<file path="src/rtl/baud_pkg.sv">
// Shared constants for the UART baud tick generator: supported baud rates
// and a constant-foldable ceil(log2) helper used to size counters.
package baud_pkg;

   localparam int unsigned MAX_BAUD = 32'd115200;

   localparam int unsigned BAUD_TABLE [0:7] = '{
      32'd300, 32'd1200, 32'd4800, 32'd9600,
      32'd19200, 32'd38400, 32'd57600, 32'd115200
   };

   // Smallest r with 2**r >= value; usable in parameter expressions.
   function automatic int unsigned clog2(input int unsigned value);
      int unsigned r;
      r = 32'd0;
      for (int i = 0; i < 32; i++) begin
         if ((64'd1 << i) < 64'(value)) begin
            r = 32'(i) + 32'd1;
         end else begin
            r = r;
         end
      end
      return r;
   endfunction

endpackage

</file>
<file path="src/rtl/baud_phase_accum.sv">
// Phase accumulator that adds inc each enabled clock and wraps at MODULUS.
// tick is combinational so the parent can register it on the crossing edge.
module baud_phase_accum #(
   parameter int unsigned ACC_W   = 32'd27,
   parameter int unsigned MODULUS = 32'd50_000_000
) (
   input  logic             clk,
   input  logic             reset,
   input  logic             clear,
   input  logic             enable,
   input  logic [ACC_W-1:0] inc,
   output logic             tick
);

   localparam logic [ACC_W-1:0] MOD_V = ACC_W'(MODULUS);

   logic [ACC_W-1:0] acc_q;
   logic [ACC_W-1:0] acc_d;
   logic [ACC_W-1:0] nxt_s;

   // Next phase: clear beats enable; a crossing subtracts the modulus and ticks.
   always_comb begin
      nxt_s = acc_q + inc;
      acc_d = acc_q;
      tick  = 1'b0;
      if (clear) begin
         acc_d = '0;
      end else if (enable) begin
         if (nxt_s >= MOD_V) begin
            acc_d = nxt_s - MOD_V;
            tick  = 1'b1;
         end else begin
            acc_d = nxt_s;
         end
      end else begin
         acc_d = acc_q;
      end
   end

   // Phase register.
   always_ff @(posedge clk) begin
      if (reset) begin
         acc_q <= '0;
      end else begin
         acc_q <= acc_d;
      end
   end

endmodule

</file>
<file path="src/rtl/baud_tick_generator.sv">
// UART baud/oversample tick source: DDS phase accumulator plus sample-index
// counter, with registered sample, bit and mid-bit pulses.
module baud_tick_generator
   import baud_pkg::*;
#(
   parameter int unsigned CLK_FREQ_HZ = 32'd50_000_000,
   parameter int unsigned OVERSAMPLE  = 32'd16,
   parameter int unsigned ACC_W       = clog2(CLK_FREQ_HZ) + 32'd1,
   localparam int unsigned IDX_W      = clog2(OVERSAMPLE)
) (
   input  logic             clk,
   input  logic             reset,
   input  logic             enable,
   input  logic [2:0]       baud_select,
   input  logic             resync,
   output logic             sample_ENABLE,
   output logic             bit_tick,
   output logic             mid_bit_tick,
   output logic [IDX_W-1:0] sample_index
);

   localparam logic [IDX_W-1:0] HALF_IDX = IDX_W'(OVERSAMPLE / 32'd2);

   if (((OVERSAMPLE & (OVERSAMPLE - 32'd1)) != 32'd0) ||
       (OVERSAMPLE < 32'd4) || (OVERSAMPLE > 32'd32)) begin : g_bad_oversample
      $error("baud_tick_generator: OVERSAMPLE must be a power of 2 in 4..32");
   end
   if (CLK_FREQ_HZ < OVERSAMPLE * MAX_BAUD) begin : g_bad_clk
      $error("baud_tick_generator: CLK_FREQ_HZ too low for OVERSAMPLE*115200");
   end

   logic [2:0]       sel_q;
   logic [IDX_W-1:0] idx_q;
   logic [IDX_W-1:0] idx_d;
   logic             sample_q;
   logic             sample_d;
   logic             bit_q;
   logic             bit_d;
   logic             mid_q;
   logic             mid_d;
   logic             clear_s;
   logic             tick_s;
   logic [ACC_W-1:0] inc_s;

   // A rate change and a resync collapse into one clear of phase and index.
   always_comb begin
      clear_s = (baud_select != sel_q) | resync;
   end

   // Phase increment per clock for the currently latched rate.
   always_comb begin
      case (sel_q)
         3'd0:    inc_s = ACC_W'(BAUD_TABLE[0] * OVERSAMPLE);
         3'd1:    inc_s = ACC_W'(BAUD_TABLE[1] * OVERSAMPLE);
         3'd2:    inc_s = ACC_W'(BAUD_TABLE[2] * OVERSAMPLE);
         3'd3:    inc_s = ACC_W'(BAUD_TABLE[3] * OVERSAMPLE);
         3'd4:    inc_s = ACC_W'(BAUD_TABLE[4] * OVERSAMPLE);
         3'd5:    inc_s = ACC_W'(BAUD_TABLE[5] * OVERSAMPLE);
         3'd6:    inc_s = ACC_W'(BAUD_TABLE[6] * OVERSAMPLE);
         3'd7:    inc_s = ACC_W'(BAUD_TABLE[7] * OVERSAMPLE);
         default: inc_s = ACC_W'(BAUD_TABLE[7] * OVERSAMPLE);
      endcase
   end

   baud_phase_accum #(
      .ACC_W   (ACC_W),
      .MODULUS (CLK_FREQ_HZ)
   ) u_accum (
      .clk    (clk),
      .reset  (reset),
      .clear  (clear_s),
      .enable (enable),
      .inc    (inc_s),
      .tick   (tick_s)
   );

   // Sample index and pulse decode; pulses reflect the index after the increment.
   always_comb begin
      idx_d    = idx_q;
      sample_d = 1'b0;
      bit_d    = 1'b0;
      mid_d    = 1'b0;
      if (clear_s) begin
         idx_d = '0;
      end else if (tick_s) begin
         idx_d    = idx_q + {{(IDX_W-1){1'b0}}, 1'b1};
         sample_d = 1'b1;
         bit_d    = (idx_d == '0);
         mid_d    = (idx_d == HALF_IDX);
      end else begin
         idx_d = idx_q;
      end
   end

   // Rate latch, index counter and output pulse registers.
   always_ff @(posedge clk) begin
      if (reset) begin
         sel_q    <= baud_select;
         idx_q    <= '0;
         sample_q <= 1'b0;
         bit_q    <= 1'b0;
         mid_q    <= 1'b0;
      end else begin
         sel_q    <= baud_select;
         idx_q    <= idx_d;
         sample_q <= sample_d;
         bit_q    <= bit_d;
         mid_q    <= mid_d;
      end
   end

   assign sample_ENABLE = sample_q;
   assign bit_tick      = bit_q;
   assign mid_bit_tick  = mid_q;
   assign sample_index  = idx_q;

endmodule

</file>
<file path="config.mk">
export PLATFORM = sky130hd
export DESIGN_NAME = baud_tick_generator
export DESIGN_NICKNAME = d
export VERILOG_FILES = /design/src/rtl/baud_pkg.sv /design/src/rtl/baud_phase_accum.sv /design/src/rtl/baud_tick_generator.sv
export SDC_FILE = /design/constraint.sdc
export NUM_CORES = 1
export LEC_CHECK = 0
export CORE_ASPECT_RATIO = 1.75
export CORE_MARGIN = 4
export CORE_UTILIZATION = 55
export DETAILED_ROUTE_END_ITERATION = 12
export GPL_TIMING_DRIVEN = 0
export PLACE_DENSITY = 0.73
export SETUP_SLACK_MARGIN = 0.02
export SYNTH_ARGS = -nofsm -noshare
export SYNTH_HDL_FRONTEND = slang
export SYNTH_SLANG_ARGS = --single-unit
</file>
<file path="constraint.sdc">
create_clock -name clk -period 5.8 [get_ports clk]
set_input_delay 1.16 -clock clk [delete_from_list [all_inputs] [get_ports clk]]
set_output_delay 1.16 -clock clk [all_outputs]
set_load 0.02 [all_outputs]
</file>
==> results of run 1 <==
## worst max-delay path: cells and delay by family, from the launching register on
| kind | cells | cell delay (ns) |
|---|---|---|
| compound gates | 6 | 2.00 |
| flops | 1 | 0.35 |
| mux | 2 | 0.47 |
| simple gates | 1 | 0.24 |
| fa+ha+maj | 2 | 0.75 |
## final timing paths
check	start	end	slack (ns)	depth (start not counted)
hold reg to reg	u_accum.acc_q[18]$_SDFFE_PP0P_	u_accum.acc_q[18]$_SDFFE_PP0P_	0.52	2
setup reg to reg	inc_s[7]$_SDFF_PP0_	u_accum.acc_q[21]$_SDFFE_PP0P_	1.93	11
setup / recovery	inc_s[7]$_SDFF_PP0_	u_accum.acc_q[21]$_SDFFE_PP0P_	1.93	11
hold / removal	u_accum.acc_q[18]$_SDFFE_PP0P_	u_accum.acc_q[18]$_SDFFE_PP0P_	0.52	2
## Yosys cell counts, types with 2 or more instances
master / number / area share, %
o211ai_1: 5 / 1.2
xnor2_1: 12 / 3.3
nand2b_1: 4 / 0.78
mux2i_1: 7 / 2.2
buf_2: 8 / 1.2
inv_1: 10 / 1.2
a211o_1: 5 / 1.4
nor2_1: 25 / 2.9
nand2_1: 30 / 3.5
a211oi_1: 4 / 0.93
a21oi_1: 24 / 3.7
a2111o_1: 3 / 1.0
or3_1: 4 / 0.78
a21oi_2: 3 / 0.82
a311oi_1: 6 / 1.6
a21boi_0: 2 / 0.47
buf_4: 2 / 0.47
nand3_1: 20 / 3.1
o41ai_1: 2 / 0.54
o211a_1: 2 / 0.62
clkbuf_1: 12 / 1.4
a31o_2: 3 / 0.82
a21o_1: 10 / 2.3
nand4_1: 5 / 0.97
a31oi_1: 9 / 1.7
ha_1: 23 / 8.9
and3_1: 7 / 1.4
xor2_1: 10 / 2.7
nor2b_1: 2 / 0.39
a211oi_2: 3 / 1.2
o21ai_0: 27 / 4.2
or2_2: 3 / 0.58
dfxtp_1: 45 / 28
nor3_1: 14 / 2.2
a41o_1: 2 / 0.62
and2_1: 6 / 1.2
o21a_1: 3 / 0.70
## layout make-up
type	instances	area (um^2)	area share, %
Clock buffer	5	68.8	1.93
Sequential cell	45	901	25.2
Clock inverter	3	65.1	1.82
Inverter	10	37.5	1.05
Tap cell	76	95.1	2.66
Buffer	23	104	2.91
Multi-Input combinational cell	310	2180	61.1
Timing Repair Buffer	12	120	3.36
## through the flow
| step | cells | worst slack (ns) | power (mW) | utilization (%) |
|---|---|---|---|---|
| 6_report | 484 | 1.93 | 0.709 | 63.5 |
| 5_1_grt | 484 | 1.61 | 0.733 | 63.5 |
| 4_1_cts | 484 | 1.94 | 0.709 | 63.5 |
| 3_5_place_dp | 476 | 1.95 | 0.428 | 61.1 |
| 3_3_place_gp | 476 | 2.01 | 0.426 | 61.1 |
| 2_1_floorplan | 388 | 2.45 | 0.401 | - |
## kinds of logic (layout without fill, tap and decap cells)
| kind of cell | Yosys count | in the layout |
|---|---|---|
| compound gates | 129 | 129 |
| xor+xnor | 22 | 22 |
| fa+ha+maj | 24 | 24 |
| buf+inv | 33 | 53 |
| flops | 45 | 45 |
| mux | 8 | 8 |
| simple gates | 127 | 127 |
## sequential cells by signal (all words and copies together) (netlist names)
signal and flops:
u_accum.acc_q 21, inc_s 14, sample_index 4, sel_q 3, bit_tick 1, mid_bit_tick 1
sample_ENABLE 1
## layer usage
| metal | up-vias | routed length, um | track usage (%) |
|---|---|---|---|
| li1 | 1483 | - | - |
| met1 | 1401 | 3190 | 26.7 |
| met2 | 74 | 4440 | 45.6 |
| met3 | 20 | 276 | 3.30 |
| met4 | 0 | 251 | 10.8 |
| met5 | - | 0 | 0 |
## where the power goes
part	internal [mW]	total, mW	switching [mW]	leakage (nW)
combinational	0.0361	0.101	0.0651	1.01
clock	0.171	0.287	0.115	0.0681
sequential	0.317	0.321	0.00382	0.367
==> results.json, run 1 <==
{
  "status": "completed",
  "syn_nets": 419,
  "synth-compound-area-share_pct": 29.4,
  "syn2layout_area_growth_pct": 10.8,
  "muxShareOfSynthArea_pct": 2.52,
  "grt_pass1_vias": 2951,
  "ys.flop_type": "dfxtp_1",
  "layout_commonest_cell": "dfxtp_1",
  "layout_common_cells": "dfxtp_1, nand2_1, o21ai_0",
  "ios": 14,
  "holdWs_ns": 0.516,
  "critical_path_arrival_ns": 4.11,
  "synthAdderAreaFrac_pct": 9.55,
  "grt_usage_pct": 24.5,
  "syn_area_per_cell_um2": 8.31,
  "via_per_inst": 6.15,
  "ctsHoldBuffers": 0,
  "clock_path_buffers": 2,
  "finalSetupViolCount": 0,
  "drive_above_1_share_pct": 9.80,
  "worst_slew_pin_slew_ns": 0.617,
  "wl_um": 8160,
  "dp.final_hpwl_um": 6380,
  "h-tree-depth": 2,
  "synth_xor_xnor_area_share_pct": 5.98,
  "final_nets": 438,
  "clock_skew_ns": 0.00809,
  "cts_tree": "done",
  "fin_area_um2": 3570,
  "die_h_um": 109,
  "dr.first_iter.drc_count": 206,
  "leakage_nw": 1.44,
  "peakVddDrop_mv": 0.146,
  "portBuffers": 12,
  "grt_pass1_wl_um": 13700,
  "max_freq_ghz": 0.258,
  "grt_setup_unrepaired": "false",
  "drv_cap": 0,
  "cp_common_cell": "mux2i_1",
  "slew_viol_final": 0,
  "fin_crit_ns": 3.87,
  "min_period_over_period_pct": 66.8,
  "cts_root_buffer": "clkbuf_8",
  "hold_viol": 0,
  "ant_nets": 0,
  "place_area_um2": 3440,
  "crit_type": "reg2reg",
  "clock_latency_ns": 0.31,
  "gp_congestion": 0.834,
  "start_kind": "register",
  "cts_resized": 0,
  "ys_warn_count": 0,
  "drc": 0,
  "antenna_cells": 0,
  "seq_area_frac_synth_pct": 27.9,
  "cp_cell_sequence": "ha_1, fa_1, a211oi_2, o21a_1, o21ai_0, a2111o_1, nor2_1, a311oi_1, a2111oi_2, mux2i_1, mux2i_1",
  "power.density_nw_per_um2": 198,
  "start_util_pct": 57.3,
  "relSlewSlack_pct": 58.7,
  "required_ns": 6.04,
  "clkSlewWorstSetupHoldPaths_ns": 0.08,
  "synth.distinct_cells": 63,
  "die_area_um2": 7200,
  "num_rows": 36,
  "cts_buffers": 5,
  "async_flop_share_pct": 0,
  "netlist_instances": 388,
  "wl_per_cell_um": 16.9,
  "synth_top_family_by_area": "compound AO/OA/AOI/OAI gates",
  "synth_edf_count": 0,
  "tns_ns": 0,
  "grt_max_degree": 15,
  "ys_ff_latch": 45,
  "post_cts_buffers": 0,
  "fill_cells": 511,
  "core_um2": 5630,
  "antenna_found_initial": 0,
  "worstPathMaxFanout": 4,
  "cts_num_sinks": 45,
  "synthesis.area_um2": 3220,
  "crit_path_top_delay_cell": "a2111o_1",
  "grt_overflow": 0,
  "via_count": 2978,
  "hp-class": "reg2reg",
  "cp-end-kind": "register",
  "yosys.area_share.simple_pct": 20.2,
  "dieWidth_um": 65.9,
  "critPathMaxStageDelay_ns": 0.49,
  "first_pass_iters": 7
}
Note: power is estimated with default switching activity, not from simulation.
==> run 2, diff against run 1 <==
PLACE_DENSITY = 0.76   (was 0.73)
clock period = 3.27 ns   (was 5.8 ns; I/O delays follow)
==> run 2 against run 1 <==
Net effect: the run now ends with negative setup slack left; hold slack gained 0.0074 ns; largest power group unchanged; maximum frequency grew 11%; highest routed layer unchanged; critical path type unchanged; critical endpoint is now u_accum.acc_q[12]$_SDFFE_PP0P_; setup slack lost 2.1 ns.
==> results.json, run 2 (same netlist as run 1, synthesis figures left out) <==
{
  "first_pass_iters": 5,
  "drt-met1-wl_um": 3660,
  "cts_tree": "done",
  "dr.first_iter.drc_count": 270,
  "grt_overflow": 0,
  "cts_root_buffer": "clkbuf_8",
  "instances_no_fill": 523,
  "hp-class": "reg2reg",
  "drv_cap": 0,
  "antenna_found_initial": 0,
  "relSlewSlack_pct": 53.3,
  "clock_skew_ns": 0.0194,
  "crit_path_top_delay_cell": "a2111o_1",
  "top_layer": "met4",
  "grt_pass1_vias": 3475,
  "critical_path_arrival_ns": 3.72,
  "fin_area_um2": 4360,
  "finalSetupViolCount": 24,
  "die_area_um2": 7200,
  "die_h_um": 109,
  "r2r_setup_slack_ns": -0.22,
  "place_area_um2": 3460,
  "crit_type": "reg2reg",
  "grt_usage_pct": 28.9,
  "drive_above_1_share_pct": 30.2,
  "violations": "negative setup slack",
  "worst_slew_pin_slew_ns": 0.701,
  "final_util_pct": 77.4,
  "grt_setup_unrepaired": "true",
  "wl_met2_um": 5570,
  "wl_um": 10500,
  "dp.final_hpwl_um": 6410,
  "route.met3.wl_um": 595,
  "start_util_pct": 57.3,
  "cts_buffers": 5,
  "max_freq_ghz": 0.287,
  "wl_per_cell_um": 20.1,
  "peakVddDrop_mv": 0.259,
  "antenna_cells": 0,
  "final_nets": 477,
  "portBuffers": 12,
  "h-tree-depth": 2,
  "largest-register": "u_accum.acc_q",
  "required_ns": 3.50,
  "start_kind": "register",
  "slew_viol_final": 0,
  "holdWs_ns": 0.523,
  "gp_congestion": 0.874,
  "cp-end-kind": "register",
  "worstPathMaxFanout": 6,
  "clock_path_buffers": 2,
  "syn2layout_area_growth_pct": 35.2,
  "dieWidth_um": 65.9,
  "hold_viol": 0,
  "cts_num_sinks": 45,
  "leakage_nw": 1.75,
  "ctsHoldBuffers": 0,
  "clkSlewWorstSetupHoldPaths_ns": 0.10,
  "num_rows": 36,
  "power.density_nw_per_um2": 289,
  "clock_latency_ns": 0.32,
  "cp_cell_sequence": "ha_4, fa_2, a211oi_4, o21a_1, o21ai_1, a2111o_1, nor2_4, a311oi_4, buf_4, o21ai_4, buf_6, nand3_2, a311oi_2",
  "drc": 0,
  "ios": 14,
  "grt_pass1_wl_um": 16000,
  "ant_nets": 0,
  "layout_common_cells": "dfxtp_1, buf_4, nand2_1",
  "status": "complete, but fails checks",
  "via_count": 3426,
  "grt_max_degree": 16,
  "post-place-cells": 476,
  "min_period_over_period_pct": 107,
  "largest_register_ffs": 21,
  "setup_ws_ns": -0.216,
  "via_per_inst": 6.55,
  "critPathMaxStageDelay_ns": 0.46,
  "layout_commonest_cell": "dfxtp_1",
  "fin_crit_ns": 3.49,
  "core_um2": 5630
}
-- run 2: changes by cell type in the layout (fill, tap and decap cells not counted), sizes merged --
cell / change
clkinvlp: +1
clkbuf: -1
bufinv: -1
buf: +40
-- run 2: metal layers --
layer,GRT usage [%],vias up
met5,0,-
met4,18.8,0
met3,5.05,63
met2,54.8,195
met1,27.2,1605
li1,-,1563
-- run 2: worst max-delay path, delay by kind of cell, from the launching register on --
| kind | cells | cell delay (ns) |
|---|---|---|
| compound gates | 7 | 1.79 |
| fa+ha+maj | 2 | 0.58 |
| flops | 1 | 0.37 |
| buf+inv | 2 | 0.37 |
| simple gates | 2 | 0.28 |
-- run 2: cell type report --
class	count	area, um^2
Clock buffer	5	68.8
Inverter	10	37.5
Sequential cell	45	911
Fill cell	349	1270
Timing Repair Buffer	54	479
Buffer	20	136
Tap cell	76	95.1
Multi-Input combinational cell	310	2580
Clock inverter	3	46.3
-- run 2: worst paths after layout --
kind,startpoint,endpoint,depth (start not counted)
worst max-delay path,inc_s[7]$_SDFF_PP0_,u_accum.acc_q[12]$_SDFFE_PP0P_,13
worst min-delay path,u_accum.acc_q[7]$_SDFFE_PP0P_,u_accum.acc_q[7]$_SDFFE_PP0P_,2
worst max register to register,inc_s[7]$_SDFF_PP0_,u_accum.acc_q[12]$_SDFFE_PP0P_,13
worst min register to register,u_accum.acc_q[7]$_SDFFE_PP0P_,u_accum.acc_q[7]$_SDFFE_PP0P_,2
-- run 2: metrics by stage --
step	total power, mW	worst slack (ns)	setup TNS [ns]
5_1_grt	1.29	-0.333	-5.43
2_1_floorplan	0.712	0.0382	0
3_3_place_gp	0.756	-0.379	-7.50
6_report	1.26	-0.216	-2.54
3_5_place_dp	0.761	-0.440	-8.75
4_1_cts	1.23	-0.125	-1.08
-- run 2: timing repair --
| action | 4_1_cts | 5_1_grt |
|---|---|---|
| cloned | 2 | 1 |
| pin swaps | 33 | 19 |
| setup endpoints to repair | 27 | 27 |
| gates resized for setup | 77 | 26 |
| endpoints found under the hold margin | 0 | 0 |
| buffers inserted | 29 | 10 |
-- run 2: power breakdown --
part	switching, mW	leakage (nW)	internal (mW)
clock	0.213	0.0543	0.229
sequential	0.00923	0.371	0.562
combinational	0.148	1.33	0.0974
==> RTL edit 1 (settings of run 1) <==
`CLK_FREQ_HZ`: 32'd50_000_000 -> 32'd12500000.
--- a/src/rtl/baud_tick_generator.sv
+++ b/src/rtl/baud_tick_generator.sv
@@ -3,7 +3,7 @@
 module baud_tick_generator
    import baud_pkg::*;
 #(
-   parameter int unsigned CLK_FREQ_HZ = 32'd50_000_000,
+   parameter int unsigned CLK_FREQ_HZ = 32'd12500000,
    parameter int unsigned OVERSAMPLE  = 32'd16,
    parameter int unsigned ACC_W       = clog2(CLK_FREQ_HZ) + 32'd1,
    localparam int unsigned IDX_W      = clog2(OVERSAMPLE)
Behaviour: not the same (Yosys sat finds a counterexample within 10 cycles, from zero or initial values).
==> RTL edit 1 against run 1 <==
- synthesized area shrank 3.8%
- combinational power is 4% lower
- routed wire length shrank 7.7%
- critical path depth up 2
- final area down 4.4%
- via count is 4.4% lower
- sequential cell count decreased by 1
- setup slack got worse by 0.19 ns
- power fell by 13%
- synthesized cell count down 3.1%
- count of clock-buffer cells in the layout is 1 higher
- non-clock buffer count fell by 2
==> RTL edit 1: results (changes against run 1) <==
Parameter                              Value

Outcome
  Status    finished clean (unchanged)

Power and ir drop
  Peak VDD IR    196 µV (was 146 µV)
  P_leak    1.38 nW (was 1.44 nW)

Min path
  Worst Min Path Start    u_accum.acc_q[15]$_SDFFE_PP0P_ (was u_accum.acc_q[18]$_SDFFE_PP0P_)

Drt
  Met2 Wirelength    4.05 mm (was 4.44 mm)
  First-iteration detailed-routing DRC count    157 (was 206)
  Detailed-routing iteration count for the pre-antenna-repair pass    5 (was 7)

Layout
  Max FFs per register    20 (was 21)
  Number of filler instances in the final layout    522 (was 511)
  Fraction of final layout cells sized beyond drive strength 1    0.0909 (was 0.0980)
  Final #Nets    427 (was 438)

Synth
  Syn nets    408 (was 419)
  Synth cell types    68 (was 63)
  Synthesized area divided by synthesized cell count    8.25 µm² (was 8.31 µm²)
  Leading post-synthesis cells by instance count    dfxtp_1 (44), nor2_1 (30), nand2_1 (29) (was dfxtp_1 (45), nand2_1 (30), o21ai_0 (27))

Timing
  Clock tree skew after final layout    0.0117 ns (was 0.00809 ns)
  Peak Freq    0.246 GHz (was 0.258 GHz)
  Least-Margin Pin Slew    0.907 ns (was 0.617 ns)
  Hold Worst Slack    0.514 ns (was 0.516 ns)

Global route
  M2 GR Usage    0.432 (was 0.456)

Critical path
  CP max FO    10 (was 4)
  Critical-path cell with the highest stage delay    a311oi_1 (was a2111o_1)
  CP arrival    4.25 ns (was 4.11 ns)
  Endpoint of the worst-slack reg-to-reg timing path    u_accum.acc_q[11]$_SDFFE_PP0P_ (was u_accum.acc_q[21]$_SDFFE_PP0P_)

Place
  Placed cell area    3320 µm² (was 3440 µm²)
  Total half-perimeter wirelength after legalization and detailed placement    5.93 mm (was 6.38 mm)
[RTL edit 1: cell type report]
type                       instances  area, µm²  area share
clock buffer                       6       82.6      0.0242
inverter                          12       45.0      0.0132
timing repair buffer              12        120      0.0352
tap                               76       95.1      0.0278
buffer                            21       96.3      0.0282
multi-input combinational        299       2080       0.609
clock inverter                     2       13.8     0.00403
sequential                        44        881       0.258
[RTL edit 1: report_power, final]
part / internal, mW / switching (mW) / total (mW)
Combinational: 0.0356 / 0.0613 / 0.0968
Sequential: 0.310 / 0.00442 / 0.315
Clock: 0.0974 / 0.105 / 0.202
[RTL edit 1: cells by family (layout without fill, tap and decap cells)]
logic type / after synthesis / after routing / share of synthesized area
muxes: 8 / 8 / 0.0270
DFF: 44 / 44 / 0.284
buffers and inverters: 33 / 53 / 0.0456
adders and majority gates: 25 / 25 / 0.103
xor gates and xnor gates: 16 / 16 / 0.0476
and+or+nand+nor: 135 / 135 / 0.222
AOI/OAI and AO/OA: 115 / 115 / 0.271
==> RTL edit 2 (settings of run 1) <==
Without the edit above. Remove the case item `3'd5` of the case on `sel_q`.
--- a/src/rtl/baud_tick_generator.sv
+++ b/src/rtl/baud_tick_generator.sv
@@ -55,7 +55,6 @@
          3'd2:    inc_s = ACC_W'(BAUD_TABLE[2] * OVERSAMPLE);
          3'd3:    inc_s = ACC_W'(BAUD_TABLE[3] * OVERSAMPLE);
          3'd4:    inc_s = ACC_W'(BAUD_TABLE[4] * OVERSAMPLE);
-         3'd5:    inc_s = ACC_W'(BAUD_TABLE[5] * OVERSAMPLE);
          3'd6:    inc_s = ACC_W'(BAUD_TABLE[6] * OVERSAMPLE);
          3'd7:    inc_s = ACC_W'(BAUD_TABLE[7] * OVERSAMPLE);
          default: inc_s = ACC_W'(BAUD_TABLE[7] * OVERSAMPLE);
Formal check against the unedited RTL: same outputs for any inputs over 10 cycles, from zero or initial values; that may be too few to reach the edited logic, so the function may still have changed.
==> RTL edit 2 against run 1 <==
- synthesized area fell by 8.2%
- final area decreased by 8.6%
- setup slack worse by 0.92 ns
- routed wire length down 0.69%
- sequential share of layout area down 6.2 points
- cell count down 6.8%
- sequential cell count fell by 14
- first-iteration DRC count is 18% lower
- synthesized cell count fell by 3.1%
- power decreased by 23%
==> RTL edit 2: results (changes against run 1) <==
Parameter                              Value

Place
  Gpl congestion    0.926 (was 0.834)
  Placed cell area    3150 µm² (was 3440 µm²)
  Minimum setup slack after placement    1.07 ns (was 1.95 ns)
  Total half-perimeter wirelength after legalization and detailed placement    6.43 mm (was 6.38 mm)
  Count of placed standard cells including taps    443 (was 476)

Drt
  Met2 Wirelength    4.40 mm (was 4.44 mm)
  Avg WL per Cell    18.0 µm (was 16.9 µm)
  Metal-1 WL    3.06 mm (was 3.19 mm)
  Aggregate routed wire length    8.11 mm (was 8.16 mm)
  Per-cell via count in the routed design    6.32 (was 6.15)
  Length of routed met3 wiring    203 µm (was 276 µm)

Timing
  Clock tree skew after final layout    0.00595 ns (was 0.00809 ns)
  Worst rel slew slack    0.356 (was 0.587)

Global route
  Via count of the first global-routing pass    2874 (was 2951)
  Met3 Track Usage GR    0.0366 (was 0.0330)
  Maximum number of pins on one net before global-route repair    11 (was 15)
  M2 GR Usage    0.463 (was 0.456)

Synth
  Synthesized area divided by synthesized cell count    7.87 µm² (was 8.31 µm²)
  Leading post-synthesis cells by instance count    nor2_1 (37), nand2_1 (32), dfxtp_1 (31) (was dfxtp_1 (45), nand2_1 (30), o21ai_0 (27))
  Synth cell types    68 (was 63)
  Sequential cell area fraction in the yosys report    0.210 (was 0.279)
  Syn nets    401 (was 419)
  Multiplexer share of the synthesized area    0.0173 (was 0.0252)
  Most area-consuming cells after synthesis    dfxtp_1 (21%), ha_1 (7.2%), xnor2_1 (5.9%) (was dfxtp_1 (28%), ha_1 (8.9%), o21ai_0 (4.2%))
  Synthesized-area fraction occupied by ao, oa, aoi and oai cells    0.293 (was 0.294)
  Xor and xnor area share after synthesis    0.0973 (was 0.0598)
  Post-synthesis adder-cell area fraction    0.0786 (was 0.0955)

Critical path
  Setup crit start    sel_q[2]$_DFF_P_ (was inc_s[7]$_SDFF_PP0_)
  CP arrival    5.00 ns (was 4.11 ns)
  Largest stage delay on the critical path    0.42 ns (was 0.49 ns)
  CP max FO    10 (was 4)
  Critical-path cell with the highest stage delay    fa_1 (was a2111o_1)

Power and ir drop
  Peak VDD IR    146 µV (about the same)
  P_leak    1.25 nW (was 1.44 nW)

Outcome
  Status    finished clean (unchanged)

Clocking
  Clk_lat worst skew    0.29 ns (was 0.31 ns)

Layout
  Fraction of final layout cells sized beyond drive strength 1    0.0985 (was 0.0980)
## RTL edit 2: changes by cell type after synthesis, sizes merged, moves of 4 or more
cell / before / now
a211oi: 7 / 17
a31oi: 9 / 1
clkbuf: 12 / 8
dfxtp: 45 / 31
ha: 23 / 17
inv: 10 / 14
nand3: 20 / 15
nor2: 25 / 37
nor3b: 0 / 4
o21ai: 29 / 22
xnor2: 12 / 21
## RTL edit 2: critical path, delay by kind of cell, from the launching register on
kind,cells,cell delay [ns]
compound gates,6,1.61
simple gates,4,1.01
buf+inv,4,0.82
fa+ha+maj,2,0.75
flops,1,0.38
xor+xnor,1,0.13
## RTL edit 2: cell type report
| class | count | area (µm²) |
|---|---|---|
| Multi-Input combinational cell | 315 | 2200 |
| Fill cell | 469 | 1990 |
| Sequential cell | 31 | 621 |
| Timing Repair Buffer | 12 | 120 |
| Buffer | 16 | 85.1 |
| Clock buffer | 6 | 82.6 |
| Tap cell | 55 | 68.8 |
| Inverter | 14 | 52.6 |
| Clock inverter | 2 | 35.0 |
## RTL edit 2: power breakdown
| part | switching [mW] | internal [mW] |
|---|---|---|
| Sequential | 0.00258 | 0.215 |
| Clock | 0.0873 | 0.139 |
| Combinational | 0.0636 | 0.0383 |
| Total | 0.154 | 0.392 |
## RTL edit 2: path summary, 6_finish.rpt
path	endpoint	slack [ns]	cells after the start
hold / removal	u_accum.acc_q[9]$_SDFFE_PP0P_	0.49	2
setup reg to reg	u_accum.acc_q[17]$_SDFFE_PP0P_	1.01	17
hold reg to reg	u_accum.acc_q[9]$_SDFFE_PP0P_	0.49	2
setup / recovery	u_accum.acc_q[17]$_SDFFE_PP0P_	1.01	17
